--- src/rtl/spi_arb_pkg.sv ---
// Shared types and constants for the shared-SPI-pin owner arbiter.
// State encoding, pin-mux owner codes and guard counter width.
package spi_arb_pkg;

  typedef enum logic [1:0] {
    ST_IDLE  = 2'd0,
    ST_GUARD = 2'd1,
    ST_OWN_A = 2'd2,
    ST_OWN_B = 2'd3
  } arb_state_e;

  typedef enum logic [1:0] {
    OWN_NONE = 2'b00,
    OWN_A    = 2'b01,
    OWN_B    = 2'b10
  } owner_e;

  localparam int GCNT_W = 4;

  function automatic arb_state_e own_state(owner_e o);
    return (o == OWN_B) ? ST_OWN_B : ST_OWN_A;
  endfunction

  function automatic owner_e state_owner(arb_state_e s);
    owner_e o;
    o = OWN_NONE;
    unique case (1'b1)
      (s == ST_OWN_A): o = OWN_A;
      (s == ST_OWN_B): o = OWN_B;
      default:         o = OWN_NONE;
    endcase
    return o;
  endfunction

endpackage

--- src/rtl/arb_wait_cnt.sv ---
// Saturating wait counter for one requester plus its starvation flag.
// Clears whenever the request is withdrawn or the grant is being issued.
import spi_arb_pkg::*;

module arb_wait_cnt #(
  parameter int unsigned STARVE_LIM = 64,
  parameter int unsigned W          = $clog2(STARVE_LIM + 1)
) (
  input  logic         clk,
  input  logic         rst_n,
  input  logic         req_i,
  input  logic         gnt_i,
  output logic [W-1:0] wait_o,
  output logic         starve_o
);

  localparam logic [W-1:0] LIM = W'(STARVE_LIM);

  logic [W-1:0] wait_q;
  logic [W-1:0] wait_d;

  always_comb begin
    wait_d = wait_q;
    if (!req_i || gnt_i) begin
      wait_d = '0;
    end else if (wait_q != LIM) begin
      wait_d = wait_q + 1'b1;
    end
  end

  always_ff @(posedge clk or negedge rst_n) begin
    if (!rst_n) begin
      wait_q <= '0;
    end else begin
      wait_q <= wait_d;
    end
  end

  assign wait_o   = wait_q;
  assign starve_o = (wait_q == LIM);

endmodule

--- src/rtl/spi_share_arb.sv ---
// Owner arbiter for the shared SPI pins: flash core (A) vs LED/button
// sequencer (B), with an idle guard interval on every ownership change.
import spi_arb_pkg::*;

module spi_share_arb #(
  parameter int unsigned GUARD_CYCLES = 2,
  parameter int unsigned STARVE_LIM   = 64
) (
  input  logic       clk,
  input  logic       rst_n,
  input  logic       req_a,
  output logic       gnt_a,
  output logic       yield_a,
  input  logic       req_b,
  output logic       gnt_b,
  output logic [1:0] sel,
  output logic       bus_idle
);

  localparam int unsigned WW = $clog2(STARVE_LIM + 1);

  // From IDLE the arbitration cycle itself is already idle, so one less.
  localparam logic [GCNT_W-1:0] G_IDLE =
    (GUARD_CYCLES == 0) ? '0 : GCNT_W'(GUARD_CYCLES - 1);
  localparam logic [GCNT_W-1:0] G_REL = GCNT_W'(GUARD_CYCLES);

  logic [1:0] rst_sync_q;
  logic       arst_n;

  always_ff @(posedge clk or negedge rst_n) begin
    if (!rst_n) begin
      rst_sync_q <= 2'b00;
    end else begin
      rst_sync_q <= {rst_sync_q[0], 1'b1};
    end
  end

  assign arst_n = rst_sync_q[1];

  arb_state_e        state_q, state_d;
  owner_e            tgt_q, tgt_d;
  owner_e            win;
  logic [GCNT_W-1:0] gcnt_q, gcnt_d;
  logic              tgt_req;
  logic              starve;
  logic [WW-1:0]     wait_b;

  owner_e sel_d;
  logic   gnt_a_d, gnt_b_d, yield_d, idle_d;
  owner_e sel_q;
  logic   gnt_a_q, gnt_b_q, yield_q, idle_q;

  arb_wait_cnt #(
    .STARVE_LIM (STARVE_LIM),
    .W          (WW)
  ) u_wait (
    .clk      (clk),
    .rst_n    (arst_n),
    .req_i    (req_b),
    .gnt_i    (gnt_b_d),
    .wait_o   (wait_b),
    .starve_o (starve)
  );

  assign tgt_req = (tgt_q == OWN_B) ? req_b : req_a;

  always_comb begin
    win = (starve && req_b) ? OWN_B : (req_a ? OWN_A : OWN_B);
  end

  always_comb begin
    state_d = state_q;
    tgt_d   = tgt_q;
    gcnt_d  = gcnt_q;
    unique case (state_q)
      ST_IDLE: begin
        if (req_a || req_b) begin
          if (GUARD_CYCLES == 0) begin
            state_d = own_state(win);
          end else begin
            state_d = ST_GUARD;
            tgt_d   = win;
            gcnt_d  = G_IDLE;
          end
        end
      end
      ST_GUARD: begin
        if (!tgt_req) begin
          state_d = ST_IDLE;
        end else if (gcnt_q == '0) begin
          state_d = own_state(tgt_q);
        end else begin
          gcnt_d = gcnt_q - 1'b1;
        end
      end
      ST_OWN_A: begin
        if (!req_a) begin
          if (req_b) begin
            state_d = ST_GUARD;
            tgt_d   = OWN_B;
            gcnt_d  = G_REL;
          end else begin
            state_d = ST_IDLE;
          end
        end
      end
      ST_OWN_B: begin
        if (!req_b) begin
          if (req_a) begin
            state_d = ST_GUARD;
            tgt_d   = OWN_A;
            gcnt_d  = G_REL;
          end else begin
            state_d = ST_IDLE;
          end
        end
      end
      default: state_d = ST_IDLE;
    endcase
  end

  always_comb begin
    sel_d   = state_owner(state_d);
    gnt_a_d = (state_d == ST_OWN_A);
    gnt_b_d = (state_d == ST_OWN_B);
    idle_d  = (sel_d == OWN_NONE);
    yield_d = (state_q == ST_OWN_A) && starve;
  end

  always_ff @(posedge clk or negedge arst_n) begin
    if (!arst_n) begin
      state_q <= ST_IDLE;
      tgt_q   <= OWN_NONE;
      gcnt_q  <= '0;
      sel_q   <= OWN_NONE;
      gnt_a_q <= 1'b0;
      gnt_b_q <= 1'b0;
      yield_q <= 1'b0;
      idle_q  <= 1'b1;
    end else begin
      state_q <= state_d;
      tgt_q   <= tgt_d;
      gcnt_q  <= gcnt_d;
      sel_q   <= sel_d;
      gnt_a_q <= gnt_a_d;
      gnt_b_q <= gnt_b_d;
      yield_q <= yield_d;
      idle_q  <= idle_d;
    end
  end

  assign gnt_a    = gnt_a_q;
  assign gnt_b    = gnt_b_q;
  assign yield_a  = yield_q;
  assign sel      = sel_q;
  assign bus_idle = idle_q;

endmodule

--- config.mk ---
export PLATFORM = sky130hd
export DESIGN_NAME = spi_share_arb
export DESIGN_NICKNAME = d
export VERILOG_FILES = /design/src/rtl/spi_arb_pkg.sv /design/src/rtl/arb_wait_cnt.sv /design/src/rtl/spi_share_arb.sv
export SDC_FILE = /design/constraint.sdc
export NUM_CORES = 1
export LEC_CHECK = 0
export BUFFER_PORTS_ARGS = -buffer_cell sky130_fd_sc_hd__buf_4
export CAP_MARGIN = 20
export CELL_PAD_IN_SITES_DETAIL_PLACEMENT = 0
export CELL_PAD_IN_SITES_GLOBAL_PLACEMENT = 1
export CORE_MARGIN = 3
export CORE_UTILIZATION = 45
export DETAILED_ROUTE_END_ITERATION = 10
export GPL_TIMING_DRIVEN = 1
export PLACE_DENSITY = 0.76
export SETUP_SLACK_MARGIN = 0.4
export SLEW_MARGIN = 0
export SYNTH_ARGS = -nofsm -noshare
export SYNTH_HDL_FRONTEND = slang
export SYNTH_SLANG_ARGS = --single-unit
--- constraint.sdc ---
create_clock -name clk -period 0.9 [get_ports clk]
set_input_delay 0.09 -clock clk [delete_from_list [all_inputs] [get_ports clk]]
set_output_delay 0.09 -clock clk [all_outputs]
set_load 0.005 [all_outputs]
# After elaboration in Yosys (flattened, before gate mapping)
# Index checks and enable logic that the tools add are counted.
# totals
register_bits,23
in_bits,4
out_inout_bits,6
elab_cells,68
# op_classes
n_addsub,2
n_eq_ne,15
n_mux,29
n_reduce_logical,12
# op_table
operator,count
4-bit 2-to-1 mux,7
2-bit 2-to-1 mux,12
4-bit one-hot mux with 4 select lines,1
7-bit 2-to-1 mux,2
"2-bit inequality test, second input constant",7
"2-bit equality test, second input constant",5
2-bit one-hot mux with 4 select lines,1
"7-bit by 1-bit adder with 7-bit output, second input constant",1
"7-bit equality test, second input constant",1
"7-bit inequality test, second input constant",1
7-bit AND reduction,1
2-bit one-hot mux with 3 select lines,1
6-bit AND reduction,1
2-bit zero test,2
4-bit zero test,1
1-bit 2-to-1 mux,4
2-bit one-hot mux with 2 select lines,1
"4-bit by 1-bit subtractor with 4-bit output, second input constant",1
3-bit nonzero test,1
"2-bit by 1-bit equality test with 1-bit output, second input constant",1
1-bit logical AND,2
1-bit logical OR,2
2-bit nonzero test,1
1-bit zero test,1

# Depth between registers and ports, before layout
# depth
ltp_word,8
depth_mapped,6
ltp_nobuf,6

# By module
# Synthesis repeated with hierarchy kept, for this count alone.
# unflattened
cells_unflattened,119
area_unflattened_um2,1152.4
# by_module_without_submodules
module,n_inst,cells_per_inst,area_per_inst_um2
spi_share_arb,1,77,762.0
arb_wait_cnt,1,42,390.4

# Worst setup path before layout
# OpenSTA, ideal clock, no wires.
# synth_path
kind,reg-to-reg
start,reg gcnt_q[0]
end,reg gcnt_q[0]
arrival_ns,1.730
t_required_ns,0.775
setup_slack_ns,-0.955
path_stages_with_launch,7
path_buffers,0
cell_sequence,dfrtp_1 inv_1 ha_1 or3b_4 a41oi_2 and3_4 mux2_4
# synth_between
elab_chain_cells,4
word_cells_on_any_way,7
cone_classes,add/sub: 1; eq/ne: 1; mux: 3; reduce/logical: 2
# synth_lines
element,line,text
from (decl),spi_share_arb.sv:43,"logic [GCNT_W-1:0] gcnt_q, gcnt_d;"
from (signal assigned),spi_share_arb.sv:143,gcnt_q <= gcnt_d;
4-bit by 1-bit subtractor with 4-bit output,spi_share_arb.sv:93,gcnt_d = gcnt_q - 1'b1;
4-bit 2-to-1 mux,spi_share_arb.sv:90,end else if (gcnt_q == '0) begin
4-bit 2-to-1 mux,spi_share_arb.sv:88,if (!tgt_req) begin
4-bit one-hot mux with 4 select lines,spi_share_arb.sv:75,unique case (state_q)
# Several ways; a longest one is shown, not always the timed one. The select of a mux whose other input is x is not followed.
# A chain may end at the register's enable or synchronous reset.

# Worst setup path after layout
# layout_path
start,reg gcnt_q[1]
end,reg gcnt_q[0]
# layout_between
elab_chain_cells,3
# layout_lines
element,line
4-bit zero test,spi_share_arb.sv:90
2-bit inequality test (no line),n/a
7-bit AND reduction (no line),n/a
# Every way passes these cells.

==> out/qor.log <==
[run_status] outcome finished, violations left
[run_status] violated checks negative setup slack
[route] # DRC 0
[route] number of nets still failing antenna checks after routing 0
[placed_design] DP Wirelength 1953 um
[timing] setup clock skew after layout 0.006556 ns
[setup_path] arrival time of the worst setup path 2.03 ns
[floorplan] die height 57.40 um
[placed_design] # placed instances 184
[global_route] remaining global-route overflow 0
[cts] number of clock sinks 21
[timing] worst hold slack 0.08696 ns
[synthesis] synthesized flop and latch total 21
[power] worst vdd rail ir drop 2.227 mV
[global_route] largest net degree at the start of global routing 13
[synthesis] Gate Count Post-Synth 120
[synthesis] Async S/R FF share, synth 100.0%
[synthesis] share of the synthesized netlist area taken by xor and xnor gates 5.158%
[finish] cell area after layout 1922 um^2
[finish] antenna cell count 0
[power] power density over cell area 3064 nW/um^2
[timing] Min Clock Period, post-route 1.825 ns
[timing] final hold vios 0
[global_route] number of global-route vias before repair 1128
[floorplan] core region area 2361 um^2
[placed_design] Area after DPL 1543 um^2
[cts] CTS HTree Levels 1
[timing] count of pins over their slew limit 0
[global_route] initial antenna violation count 0
[setup_path] data required time at the worst endpoint 1.11 ns
[power] total power consumption of the routed design 5.889 mW
[setup_path] classification of the worst setup path flop to flop
[floorplan] area of the die 3294 um^2
[synthesis] Post-Syn Area per Cell 9.905 um^2
[flow_run] Max Cap Viol 0
[floorplan] Ports 10
[setup_path] Startpoint Class flop
[finish] final net count 185
[synthesis] dominant combinational cell family by area after synthesis simple AND/OR/NAND/NOR gates
[timing] total setup violations reported at the end of the flow 25
[synthesis] arithmetic-cell share of the synthesized area counting full adders, half adders and majority gates 4.211%
[synthesis] Post-Syn Area 1189 um^2
[floorplan] overall die width 57.40 um
[floorplan] initial standard-cell utilization of the core 50.34%
[route] wire length reported by the detailed router 3088 um
[synthesis] post-synthesis simple-gate area fraction 21.47%
[floorplan] number of standard-cell rows in the floorplan 17
[placed_design] I/O Buffers 9
[setup_path] largest fanout on the critical path 4
[global_route] combined global-route utilization of all metal layers 19.42%
[synthesis] number of warnings issued by yosys 0
[synthesis] sequential fraction of the synthesis area 44.32%
[synthesis] post-synthesis mux area share 5.053%
[cts] root buffer cell sky130_fd_sc_hd__clkbuf_4
[setup_path] CP Capture Type flop
[timing] RSZ-0062 raised after global routing true
[synthesis] Net Count, Synth 128
[synthesis] post-synth cell types 45
[synthesis] compound-cell area share of the yosys netlist 12.95%
[route] vias after detailed routing 1090
[finish] non-filler instance count after layout 204
[timing] fraction of the cycle the final worst path needs 202.7%
[route] number of vias per cell 5.343
[route] First DRT Iteration DRCs 22
[synthesis] prevailing post-synth register cell sky130_fd_sc_hd__dfrtp_1
[finish] filler instances 149
[finish] fraction of final layout cells sized beyond drive strength 1 54.55%
[cts] clock insertion delay at the later pin of the skew report 0.31 ns
[timing] highest clock rate 0.5481 GHz
[min_path] worst min-delay path class primary input to asynchronous set/reset pin
[timing] smallest setup slack after layout -0.9246 ns
[cts] TritonCTS clock tree built
[finish] Layout Area Growth over Synthesis 61.68%
[global_route] first-pass GRT wire length 5112 um
[route] Pre-Repair DR Iteration Count 4
[cts] number of buffers created by CTS 3
[route] wire length per cell after detailed routing 15.14 um
[synthesis] EDFF count, synth 0
[cts] Bufs on Longest Clock Path 2
[setup_path] crit path from gcnt_q[1]
[setup_path] source of the worst register-to-register timing path gcnt_q[1]
[placed_design] weighted congestion reported at the end of routability-driven placement 0.8488
[cts] Worst-path clk slew 0.13 ns
[timing] setup TNS after final layout -12.40 ns
[power] leakage power 0.9194 nW
-- what timing repair did --
action                                 in CTS  in global routing
hold buffers                                1                  0
buffers inserted                           13                  1
setup endpoints to repair                  44                 25
gates resized for setup                    32                 15
endpoints found under the hold margin       2                  0
pin swaps                                  10                  7
cloned                                      0                  1
-- sequential cells by signal, indices dropped and copies added, names as in the netlist --
register	flops
tgt_q	2
gcnt_q	4
yield_a	1
u_wait.wait_o	7
gnt_a	1
rst_sync_q	2
bus_idle	1
state_q	2
gnt_b	1
-- report_power, final --
part | total [mW] | internal (mW) | switching (mW)
clock network | 0.480 | 0.173 | 0.307
logic | 3.92 | 2.20 | 1.72
registers | 1.49 | 1.22 | 0.267
-- cell usage in the layout (no fill, tap or decap), types with 3 or more instances in the layout --
| master | synthesis | layout |
|---|---|---|
| sky130_fd_sc_hd__nor2_1 | 14 | 12 |
| sky130_fd_sc_hd__nand2_4 | 0 | 3 |
| sky130_fd_sc_hd__nand2_1 | 7 | 4 |
| sky130_fd_sc_hd__inv_1 | 7 | 5 |
| sky130_fd_sc_hd__buf_12 | 0 | 3 |
| sky130_fd_sc_hd__xnor2_1 | 4 | 3 |
| sky130_fd_sc_hd__buf_4 | 2 | 41 |
| sky130_fd_sc_hd__nand3_1 | 6 | 5 |
| sky130_fd_sc_hd__clkbuf_4 | 0 | 3 |
| sky130_fd_sc_hd__dfrtp_1 | 20 | 18 |
| sky130_fd_sc_hd__xor2_1 | 3 | 3 |
| sky130_fd_sc_hd__buf_6 | 1 | 12 |
| sky130_fd_sc_hd__a21oi_1 | 7 | 6 |
| sky130_fd_sc_hd__mux2i_1 | 3 | 3 |
-- through the flow --
step           utilization, %  setup slack, ns
6_report                81.40          -0.9246
5_1_grt                 81.40          -0.9698
4_1_cts                 77.53          -0.9041
3_5_place_dp            65.34          -0.9988
3_3_place_gp            65.34          -0.9230
2_1_floorplan               -          -0.9207
-- final timing paths --
path,slack [ns],endpoint,cells past startpoint
max in group asynchronous,0.47,bus_idle,1
hold reg to reg,0.24,state_q[0],1
hold / removal,0.09,rst_sync_q[1],2
setup reg to reg,-0.92,gcnt_q[0],6
min in group clk,0.19,gnt_a,4
setup / recovery,-0.92,gcnt_q[0],6
-- synthesized netlist by cell type, drive strengths merged, types with 2 or more instances --
| cell type | n | area [um^2] |
|---|---|---|
| nor2 | 14 | 52.55 |
| ha | 4 | 50.05 |
| nor3b | 2 | 15.01 |
| nand2 | 7 | 26.28 |
| inv | 8 | 32.54 |
| o21ai | 3 | 15.01 |
| nand3b | 2 | 15.01 |
| nor2b | 2 | 15.02 |
| dfrtp | 20 | 500.5 |
| mux2i | 3 | 30.03 |
| a21oi | 7 | 35.03 |
| xnor2 | 4 | 35.03 |
| a21o | 2 | 16.27 |
| a31oi | 2 | 12.51 |
| o22ai | 2 | 12.51 |
| mux2 | 2 | 30.03 |
| nand3 | 6 | 30.03 |
| buf | 6 | 41.28 |
| xor2 | 3 | 26.28 |
| and3 | 3 | 23.77 |
-- critical path, cell delays in order, from the launching register on --
cell,delay (ns)
sky130_fd_sc_hd__dfrtp_1,0.41
sky130_fd_sc_hd__inv_2,0.08
sky130_fd_sc_hd__ha_4,0.15
sky130_fd_sc_hd__or3b_4,0.39
sky130_fd_sc_hd__a41oi_2,0.18
sky130_fd_sc_hd__and3_4,0.23
sky130_fd_sc_hd__mux2_4,0.29
-- layer usage --
metal / track usage (%) / wire length (um) / up-vias / share of wire, %
li1: - / - / 531 / -
met1: 25.45 / 1419 / 531 / 46
met2: 34.35 / 1570 / 24 / 51
met3: 2.715 / 76 / 4 / 2.5
met4: 2.980 / 22 / 0 / 0.71
met5: 0 / 0 / - / 0
-- layout make-up --
type | instances | area [um^2] | share of cell area, %
clock buffer | 4 | 26.28 | 1.367
inverter | 9 | 48.80 | 2.539
multi-input combinational | 84 | 750.7 | 39.06
sequential | 21 | 531.8 | 27.67
tap | 28 | 35.03 | 1.823
timing repair buffer | 57 | 513.0 | 26.69
timing repair inverter | 1 | 16.27 | 0.8464
-- kinds of logic after synthesis --
logic type               after synthesis
AND/OR/NAND/NOR                       45
XOR/XNOR                               7
AO/OA/AOI/OAI                         22
flip-flops                            21
buffers and inverters                 15
multiplexers                           5
adder cells (fa/ha/maj)                4
other                                  1
Power figures use the tool's default switching activity.
